`src/rtl/udp_tx_pkg.sv`:
```
// Shared UDP framing constants, FSM encoding and byte-enable helper for udp_tx.
package udp_tx_pkg;

    typedef enum logic [1:0] {
        ST_IDLE = 2'd0,
        ST_HEAD = 2'd1,
        ST_DATA = 2'd2,
        ST_DROP = 2'd3
    } state_t;

    localparam logic [7:0]  UDP_PROTO       = 8'd17;
    localparam logic [15:0] UDP_HDR_LEN     = 16'd8;
    localparam logic [15:0] UDP_MAX_PAYLOAD = 16'd1472;
    localparam logic [2:0]  IP_FLAG_DF      = 3'b010;

    function automatic logic [3:0] keep_bytes(input logic [7:0] keep);
        logic [3:0] cnt;
        cnt = 4'd0;
        for (int i = 0; i < 8; i++) begin
            cnt = cnt + {3'd0, keep[i]};
        end
        return cnt;
    endfunction

endpackage

```
`src/rtl/udp_tx.sv`:
```
// UDP transmit framer: prepends the 8-byte UDP header and tags every beat with IP_TX metadata.
// Header one cycle after frame start, payload one registered cycle; upstream stalls while the output beat is held.
module udp_tx
    import udp_tx_pkg::*;
#(
    parameter logic [15:0] P_SRC_PORT = 16'd8080,
    parameter logic [15:0] P_DST_PORT = 16'd8080
) (
    input  logic        i_clk,
    input  logic        i_rst,
    input  logic [15:0] i_dynamic_src_port,
    input  logic        i_dynamic_src_valid,
    input  logic [15:0] i_dynamic_dst_port,
    input  logic        i_dynamic_dst_valid,
    input  logic [63:0] s_axis_user_data,
    input  logic [15:0] s_axis_user_user,
    input  logic [7:0]  s_axis_user_keep,
    input  logic        s_axis_user_last,
    input  logic        s_axis_user_valid,
    output logic        s_axis_user_ready,
    output logic [63:0] m_axis_ip_data,
    output logic [55:0] m_axis_ip_user,
    output logic [7:0]  m_axis_ip_keep,
    output logic        m_axis_ip_last,
    output logic        m_axis_ip_valid,
    input  logic        m_axis_ip_ready,
    output logic        o_drop_pulse,
    output logic        o_len_err
);

    state_t      state, state_nxt;
    logic [15:0] src_port, dst_port;
    logic [15:0] pay_len;
    logic [15:0] id_q;
    logic [15:0] byte_cnt;
    logic        in_done;
    logic        err_seen;

    logic        len_ok;
    logic        in_acc;
    logic        out_acc;
    logic [15:0] cnt_nxt;
    logic [15:0] hdr_len_new;
    logic [15:0] dgram_len;

    assign len_ok      = (s_axis_user_user != 16'd0) && (s_axis_user_user <= UDP_MAX_PAYLOAD);
    assign in_acc      = s_axis_user_valid && s_axis_user_ready;
    assign out_acc     = m_axis_ip_valid && m_axis_ip_ready;
    assign cnt_nxt     = byte_cnt + {12'd0, keep_bytes(s_axis_user_keep)};
    assign hdr_len_new = s_axis_user_user + UDP_HDR_LEN;
    assign dgram_len   = pay_len + UDP_HDR_LEN;

    // Metadata is derived from per-datagram registers so it stays constant across all beats.
    assign m_axis_ip_user = m_axis_ip_valid ? {dgram_len, IP_FLAG_DF, UDP_PROTO, 13'd0, id_q} : 56'd0;

    always_comb begin
        state_nxt         = state;
        s_axis_user_ready = 1'b0;
        case (state)
            ST_IDLE: begin
                if (s_axis_user_valid) begin
                    state_nxt = len_ok ? ST_HEAD : ST_DROP;
                end
            end
            ST_HEAD: begin
                if (out_acc) begin
                    state_nxt = ST_DATA;
                end
            end
            ST_DATA: begin
                // Once last is taken, hold off the next frame until this one drains downstream.
                s_axis_user_ready = !in_done && (!m_axis_ip_valid || m_axis_ip_ready);
                if (out_acc && m_axis_ip_last) begin
                    state_nxt = ST_IDLE;
                end
            end
            ST_DROP: begin
                s_axis_user_ready = 1'b1;
                if (s_axis_user_valid && s_axis_user_last) begin
                    state_nxt = ST_IDLE;
                end
            end
            default: state_nxt = ST_IDLE;
        endcase
    end

    always_ff @(posedge i_clk) begin
        if (i_rst) begin
            state           <= ST_IDLE;
            src_port        <= P_SRC_PORT;
            dst_port        <= P_DST_PORT;
            pay_len         <= 16'd0;
            id_q            <= 16'd0;
            byte_cnt        <= 16'd0;
            in_done         <= 1'b0;
            err_seen        <= 1'b0;
            m_axis_ip_data  <= 64'd0;
            m_axis_ip_keep  <= 8'd0;
            m_axis_ip_last  <= 1'b0;
            m_axis_ip_valid <= 1'b0;
            o_drop_pulse    <= 1'b0;
            o_len_err       <= 1'b0;
        end else begin
            state        <= state_nxt;
            o_drop_pulse <= 1'b0;
            o_len_err    <= 1'b0;
            if (i_dynamic_src_valid) begin
                src_port <= i_dynamic_src_port;
            end
            if (i_dynamic_dst_valid) begin
                dst_port <= i_dynamic_dst_port;
            end
            case (state)
                ST_IDLE: begin
                    if (s_axis_user_valid) begin
                        pay_len  <= s_axis_user_user;
                        byte_cnt <= 16'd0;
                        in_done  <= 1'b0;
                        err_seen <= 1'b0;
                        if (len_ok) begin
                            m_axis_ip_data  <= {src_port, dst_port, hdr_len_new, 16'h0000};
                            m_axis_ip_keep  <= 8'hFF;
                            m_axis_ip_last  <= 1'b0;
                            m_axis_ip_valid <= 1'b1;
                        end
                    end
                end
                ST_HEAD: begin
                    if (out_acc) begin
                        m_axis_ip_valid <= 1'b0;
                    end
                end
                ST_DATA: begin
                    if (in_acc) begin
                        m_axis_ip_data  <= s_axis_user_data;
                        m_axis_ip_keep  <= s_axis_user_keep;
                        m_axis_ip_last  <= s_axis_user_last;
                        m_axis_ip_valid <= 1'b1;
                        byte_cnt        <= cnt_nxt;
                        if (s_axis_user_last) begin
                            in_done <= 1'b1;
                        end
                        if (!err_seen && (s_axis_user_last ? (cnt_nxt != pay_len) : (cnt_nxt >= pay_len))) begin
                            o_len_err <= 1'b1;
                            err_seen  <= 1'b1;
                        end
                    end else if (out_acc) begin
                        m_axis_ip_valid <= 1'b0;
                    end
                    if (out_acc && m_axis_ip_last) begin
                        id_q <= id_q + 16'd1;
                    end
                end
                ST_DROP: begin
                    if (s_axis_user_valid && s_axis_user_last) begin
                        o_drop_pulse <= 1'b1;
                    end
                end
                default: ;
            endcase
        end
    end

endmodule

```
`config.mk`:
```
export PLATFORM = sky130hd
export DESIGN_NAME = udp_tx
export DESIGN_NICKNAME = d
export VERILOG_FILES = /design/src/rtl/udp_tx_pkg.sv /design/src/rtl/udp_tx.sv
export SDC_FILE = /design/constraint.sdc
export NUM_CORES = 1
export LEC_CHECK = 0
export ABC_AREA = 0
export CAP_MARGIN = 40
export CORE_UTILIZATION = 35
export CTS_CLUSTER_SIZE = 24
export DETAILED_ROUTE_END_ITERATION = 10
export GPL_TIMING_DRIVEN = 0
export PLACE_DENSITY = 0.64
export SLEW_MARGIN = 20
export SYNTH_ARGS = -nofsm -noshare
export SYNTH_HDL_FRONTEND = slang
export SYNTH_SLANG_ARGS = --single-unit
```
`constraint.sdc`:
```
create_clock -name i_clk -period 17.5 [get_ports i_clk]
set_clock_uncertainty 0.1 [all_clocks]
set_input_delay 4.375 -clock i_clk [delete_from_list [all_inputs] [get_ports i_clk]]
set_output_delay 4.375 -clock i_clk [all_outputs]
set_load 0.005 [all_outputs]
```
==> impl_metrics.py, run 1 <==
metrics = {
    "logic_synthesis": {
        "asyncSetResetFlopFracSynth_pct": 0,
        "yosys_most_used_dff": "sky130_fd_sc_hd__dfxtp_1",
        "synth.yosys.seq_area_share_pct": 38.78,
        "syn_inst": 921,
        "netlist.top_cell.by_area": "sky130_fd_sc_hd__dfxtp_1",
        "synthesis.yosys.warnings": 0,
        "synth_edf_count": 0,
        "synth.area.top_cells": "sky130_fd_sc_hd__dfxtp_1, sky130_fd_sc_hd__mux2i_1, sky130_fd_sc_hd__a21oi_1, sky130_fd_sc_hd__ha_1, sky130_fd_sc_hd__nor2_1",
        "syn_area_um2": 8260,
        "synth_largest_type_area_fraction_pct": 38.78,
        "synth.lib_cells_used.distinct": 66,
        "postSynthAreaPerCell_um2": 8.969,
        "ys_ff_latch": 160,
    },
    "floorplan": {
        "floorplan.die.width_um": 155.6,
        "io-pin-count": 260,
        "overall_die_area_um2": 24220,
        "core_area_um2": 22920,
        "initial_utilization_pct": 36.05,
        "chip_height_um": 155.6,
        "num_rows": 55,
    },
    "clocking": {
        "clk-insertion-delay-late_ps": 430,
        "worst_case_clock_buffer_depth": 2,
        "worst_setup_hold_path_clk_slew_ps": 60,
        "cts_tree": "yes",
        "hold_buffers": 0,
        "cts_max_level": 4,
        "cts-root-buf": "sky130_fd_sc_hd__clkbuf_16",
        "post_cts_resized": 0,
        "number_of_buffers_inserted_to_repair_setup_after_cts": 0,
        "clock_sink_count": 160,
        "num_cts_buffers": 17,
    },
    "routing": {
        "detail_route.vias_per_cell": 5.007,
        "routed-via-count": 7625,
        "antenna_violating_nets_post_route": 0,
        "dr.first_iter.drc_count": 470,
        "total_iterations_of_the_first_detailed_routing_run": 5,
        "routed_wirelength_um": 26840,
        "drc": 0,
        "wl_per_cell_um": 17.63,
    },
    "timing": {
        "period_needed_ps": 10330,
        "slew_violations": 0,
        "max_slew_margin_pct": 44.83,
        "final_hold_viol_count": 0,
        "layout_worst_path_cycle_share_pct": 59.03,
        "unrepaired_setup_endpoints_after_global_routing": "false",
        "fin_setup_tns_ps": 0,
        "finalWorstSetupSlack_ps": 7169,
        "max_freq_mhz": 96.80,
        "max_slew.worst_pin.slew_ps": 827.6,
        "finalSetupViolations": 0,
    },
    "grt": {
        "overflow_left_after_global_routing": 0,
        "maximum_number_of_pins_on_one_net_before_global_route_repair": 17,
        "met1_usage_pct": 26.75,
        "grt_pass1_wl_um": 40850,
        "global_route_met2_usage_pct": 37.39,
        "number_of_global_route_vias_before_repair": 7284,
        "groute.usage.overall_pct": 22.00,
        "globalRouteMet3Util_pct": 6.944,
        "busiest_layer": "met2",
        "antenna_found_initial": 2,
    },
    "cells_and_area": {
        "layout-drive-gt1-share_pct": 8.685,
        "area_growth_syn_to_layout_pct": 40.87,
        "final_nets": 1358,
        "layout.cells.most_common": "sky130_fd_sc_hd__clkdlybuf4s50_1",
        "layout_common_cells": "sky130_fd_sc_hd__clkdlybuf4s50_1, sky130_fd_sc_hd__dfxtp_1, sky130_fd_sc_hd__a21oi_1, sky130_fd_sc_hd__nor2_1, sky130_fd_sc_hd__nand2_1",
    },
    "placement": {
        "preCtsSetupSlack_ps": 7192,
        "gp_congestion": 0.8609,
        "place.detailed.hpwl_um": 20700,
        "io_buffer_count": 236,
    },
    "power_and_ir_drop": {
        "power_density_nw_per_um2": 122.1,
        "peakVddDrop_v": 0.00007520,
        "leakage_nw": 4.327,
    },
    "critical_path": {
        "path_common_cell": "sky130_fd_sc_hd__clkdlybuf4s50_1",
        "slowest_delay_ps": 590,
        "reg2reg_slack_ps": 12520,
        "r2r.worst_path.cells": 16,
        "crit_fanout": 6,
        "worstSetupEndpointType": "output pin",
        "crit_path_cell_trace": "clkdlybuf4s50_1, nor2b_1, nor2_1, a21o_1, clkdlybuf4s50_1",
        "critical_path_arrival_ps": 5860,
        "critPathSlowestCell": "sky130_fd_sc_hd__clkdlybuf4s50_1",
        "timing.critical_path.required_ps": 13030,
        "critical_path.reg2reg.startpoint": "byte_cnt[0]",
        "worst_reg2reg_path_endpoint": "o_len_err",
        "timing_worst_setup_path_type": "input port to output pin",
        "start_kind": "input port",
    },
    "worst_hold_path": {
        "timing.hold.worst_path_depth": 2,
        "worst_hold_startpoint": "pay_len[1]",
        "holdPathEnd": "pay_len[1]",
        "min-delay-path-class": "flop to flop",
    },
    "run_status": {
        "status": "complete, no violations",
    },
    "run": {
        "cap_violations": 0,
    },
}
==> where the power goes <==
part	total (mW)	switching, mW	internal, mW
sequential	0.467	0.0407	0.427
combinational	0.607	0.327	0.279
clock	0.347	0.165	0.183
==> worst max-delay path: cells and delay by family <==
kind / cells / cell delay, ps
AO/OA/AOI/OAI: 1 / 170
buffers and inverters: 2 / 1100
AND/OR/NAND/NOR: 2 / 220
==> flip-flops by register name, indices dropped and copies added, names as in the netlist, 2 cells and up <==
register / count
byte_cnt: 16
dst_port: 16
state: 2
pay_len: 16
m_axis_ip_data: 64
src_port: 16
id_q: 16
m_axis_ip_keep: 8
==> logic make-up after synthesis <==
kind of cell    after synthesis  share of synthesized area, %
compound gates              224                         19.30
xor+xnor                     45                         4.771
fa+ha+maj                    34                         5.604
buf+inv                     124                         7.680
flops                       160                         38.78
mux                          69                         8.361
other cells                   1                       0.04540
simple gates                264                         15.47
==> how the worst max path moves through the flow <==
stage | cells past startpoint | slack (ps) | endpoint | start
after floorplan | 3 | 8320 | s_axis_user_ready | m_axis_ip_ready
after global placement | 5 | 7210 | s_axis_user_ready | m_axis_ip_ready
after detailed placement | 5 | 7190 | s_axis_user_ready | m_axis_ip_ready
after CTS | 5 | 7180 | s_axis_user_ready | m_axis_ip_ready
after global routing | 5 | 7070 | s_axis_user_ready | m_axis_ip_ready
final | 5 | 7170 | s_axis_user_ready | m_axis_ip_ready
==> cells in the mapped netlist, types with 21 or more instances <==
cell	count
sky130_fd_sc_hd__a211oi_1	34
sky130_fd_sc_hd__a21oi_1	85
sky130_fd_sc_hd__a22o_1	21
sky130_fd_sc_hd__buf_4	27
sky130_fd_sc_hd__clkbuf_1	35
sky130_fd_sc_hd__dfxtp_1	160
sky130_fd_sc_hd__ha_1	29
sky130_fd_sc_hd__inv_1	39
sky130_fd_sc_hd__mux2i_1	69
sky130_fd_sc_hd__nand2_1	74
sky130_fd_sc_hd__nand3_1	25
sky130_fd_sc_hd__nor2_1	75
sky130_fd_sc_hd__o21ai_0	21
sky130_fd_sc_hd__xnor2_1	28
==> metrics by stage <==
step	cells	utilization [%]	power (mW)	hold slack (ps)	area (um2)
2_1_floorplan	941	-	0.8156	335.2	8335
3_3_place_gp	1490	48.39	1.071	338.2	11090
3_5_place_dp	1491	48.44	1.076	347.9	11100
4_1_cts	1522	50.77	1.428	357.9	11630
5_1_grt	1522	50.77	1.503	374.3	11630
6_report	1523	50.78	1.421	356.6	11640
==> per-layer routing <==
| layer | vias to the layer above | part of all wire [%] |
|---|---|---|
| met5 | - | 0 |
| met4 | 0 | 1.4 |
| met3 | 18 | 7.1 |
| met1 | 3628 | 43 |
| li1 | 3772 | - |
| met2 | 207 | 49 |
==> area by class of cell <==
type | count | area [um2]
clock inverters | 14 | 107.6
fillers | 2190 | 11280
inverters | 40 | 150.1
repair buffers | 237 | 2374
clock buffers | 17 | 425.4
flip-flops and latches | 160 | 3203
well taps | 313 | 391.6
plain buffers | 84 | 484.2
diodes | 1 | 2.502
multi-input cells | 657 | 4498
Note: power is estimated with default switching activity, not from simulation.
==> inputs of run 2 (changes only) <==
PLACE_DENSITY = 0.67   (was 0.64)
clock period = 8.8 ns   (was 17.5 ns; I/O delays follow)
==> run 2 against run 1 <==
Compared with the run above:
- setup slack worse by 5900 ps
- clock power rose by 120%
- non-clock buffer count unchanged
- total power is 100% higher
- flip-flop and latch count is the same
- via count up 0.50%
==> impl_metrics.py, run 2 (synthesized netlist as in run 1, its figures left out) <==
metrics = {
    "run_status": {
        "status": "complete, no violations",
    },
    "floorplan": {
        "core_area_um2": 22920,
        "io-pin-count": 260,
        "initial_utilization_pct": 36.05,
        "num_rows": 55,
        "overall_die_area_um2": 24220,
        "chip_height_um": 155.6,
        "floorplan.die.width_um": 155.6,
    },
    "clocking": {
        "number_of_buffers_inserted_to_repair_setup_after_cts": 0,
        "post_cts_resized": 0,
        "worst_case_clock_buffer_depth": 2,
        "hold_buffers": 0,
        "cts_tree": "yes",
        "cts-root-buf": "sky130_fd_sc_hd__clkbuf_16",
        "num_cts_buffers": 17,
        "cts_max_level": 4,
        "clock_sink_count": 160,
        "worst_setup_hold_path_clk_slew_ps": 70,
        "clk-insertion-delay-late_ps": 430,
    },
    "cells_and_area": {
        "finish.cell_count_without_fillers": 1525,
        "final_design_area_no_fill_um2": 11710,
        "register_with_the_most_flip_flops": "m_axis_ip_data",
        "layout.cells.most_common": "sky130_fd_sc_hd__clkdlybuf4s50_1",
        "layout_common_cells": "sky130_fd_sc_hd__clkdlybuf4s50_1, sky130_fd_sc_hd__dfxtp_1, sky130_fd_sc_hd__a21oi_1, sky130_fd_sc_hd__nor2_1, sky130_fd_sc_hd__nand2_1",
        "layout-drive-gt1-share_pct": 8.678,
        "finalCoreUtilization_pct": 51.12,
        "largest_reg_flops": 64,
        "area_growth_syn_to_layout_pct": 41.81,
        "final_nets": 1358,
    },
    "timing": {
        "final_hold_viol_count": 0,
        "finalSetupViolations": 0,
        "finalWorstSetupSlack_ps": 1311,
        "period_needed_ps": 7489,
        "max_slew.worst_pin.slew_ps": 812.1,
        "layout_worst_path_cycle_share_pct": 85.10,
        "hold_ws_ps": 357.0,
        "fin_setup_tns_ps": 0,
        "slew_violations": 0,
        "max_slew_margin_pct": 45.86,
        "unrepaired_setup_endpoints_after_global_routing": "false",
        "max_freq_mhz": 133.5,
    },
    "critical_path": {
        "critical_path.reg2reg.startpoint": "byte_cnt[0]",
        "critical_path_arrival_ps": 7770,
        "timing_worst_setup_path_type": "input port to flop",
        "reg2reg_slack_ps": 3700,
        "worstSetupEndpointType": "flop",
        "start_kind": "input port",
        "r2r.worst_path.cells": 16,
        "timing.critical_path.required_ps": 9080,
        "crit_fanout": 5,
        "worst_reg2reg_path_endpoint": "o_len_err",
    },
    "run": {
        "cap_violations": 0,
    },
    "power_and_ir_drop": {
        "sequentialPowerShare_pct": 32.0,
        "power.switching_fraction_pct": 36.67,
        "peakVddDrop_v": 0.0001558,
        "net_switching_power_figure_mw": 1.067,
        "clock_power_share_pct": 26.7,
        "leakage_nw": 4.374,
        "power_density_nw_per_um2": 248.4,
        "internal_power_mw": 1.843,
        "p_total_mw": 2.910,
        "comb_power_share_pct": 41.3,
    },
    "placement": {
        "gp_congestion": 0.8601,
        "place.detailed.hpwl_um": 20990,
        "dp_cells": 1491,
        "preCtsSetupSlack_ps": 908.0,
        "post_dp_cell_area_um2": 11100,
        "io_buffer_count": 236,
    },
    "routing": {
        "routed_wirelength_um": 26800,
        "wl_per_cell_um": 17.57,
        "antenna_violating_nets_post_route": 0,
        "routed-via-count": 7663,
        "drc": 0,
        "detail_route.vias_per_cell": 5.025,
        "dr.first_iter.drc_count": 396,
        "total_iterations_of_the_first_detailed_routing_run": 5,
    },
    "grt": {
        "met1_usage_pct": 27.10,
        "antenna_found_initial": 1,
        "globalRouteMet3Util_pct": 5.944,
        "global_route_met2_usage_pct": 36.96,
        "overflow_left_after_global_routing": 0,
        "maximum_number_of_pins_on_one_net_before_global_route_repair": 17,
        "groute.usage.overall_pct": 21.99,
        "busiest_layer": "met2",
        "number_of_global_route_vias_before_repair": 7331,
        "grt_pass1_wl_um": 40770,
    },
    "worst_hold_path": {
        "worst_hold_startpoint": "m_axis_ip_data[27]",
        "min-delay-path-class": "flop to flop",
        "holdPathEnd": "m_axis_ip_data[27]",
        "timing.hold.worst_path_depth": 2,
    },
}
## run 2: how the worst max path moves through the flow
| stage | slack [ps] | start | cells after the start | end |
|---|---|---|---|---|
| global placement | 1000 | s_axis_user_keep[0] | 18 | o_len_err |
| detailed placement | 910 | s_axis_user_keep[0] | 18 | o_len_err |
| CTS | 1370 | s_axis_user_keep[0] | 18 | o_len_err |
| global route | 1060 | s_axis_user_keep[0] | 18 | o_len_err |
| floorplan | 2140 | s_axis_user_keep[0] | 16 | err_seen |
| finish | 1310 | s_axis_user_keep[0] | 18 | o_len_err |
## run 2: power groups by stage
stage          logic (mW)  registers (mW)  clock network, mW
6_report             1.20           0.932              0.776
3_5_place_dp         1.20           0.944                  0
3_3_place_gp         1.19           0.942                  0
4_1_cts              1.21           0.931              0.787
5_1_grt              1.31           0.945              0.819
2_1_floorplan       0.686           0.936                  0
## run 2: cell type report
cell class,instances,area (um2)
timing repair buffer,237,2374
inverter,40,150.1
fill,2188,11200
sequential,160,3203
buffer,84,484.2
antenna,2,5.005
multi-input combinational,657,4498
clock buffer,19,442.9
clock inverter,13,165.2
tap,313,391.6
## run 2: routing by layer
metal / routed length (um) / vias up
met5: 0 / -
met4: 617 / 0
met3: 1918 / 40
met2: 12910 / 235
met1: 11360 / 3603
li1: - / 3785
## run 2: worst max-delay path: stages
cell                              delay, ps
sky130_fd_sc_hd__clkdlybuf4s50_1        450
sky130_fd_sc_hd__fa_1                   540
sky130_fd_sc_hd__inv_1                   50
sky130_fd_sc_hd__fa_1                   500
sky130_fd_sc_hd__fa_1                   430
sky130_fd_sc_hd__fa_1                   410
sky130_fd_sc_hd__fa_1                   410
sky130_fd_sc_hd__nor2b_1                150
sky130_fd_sc_hd__o21ai_0                220
sky130_fd_sc_hd__a21o_1                 300
sky130_fd_sc_hd__nor3_1                 230
sky130_fd_sc_hd__xor2_1                 110
sky130_fd_sc_hd__ha_1                   330
sky130_fd_sc_hd__nand4_1                130
sky130_fd_sc_hd__nor4_1                 620
sky130_fd_sc_hd__o31ai_1                250
sky130_fd_sc_hd__o211ai_1               210
sky130_fd_sc_hd__and4b_1                220
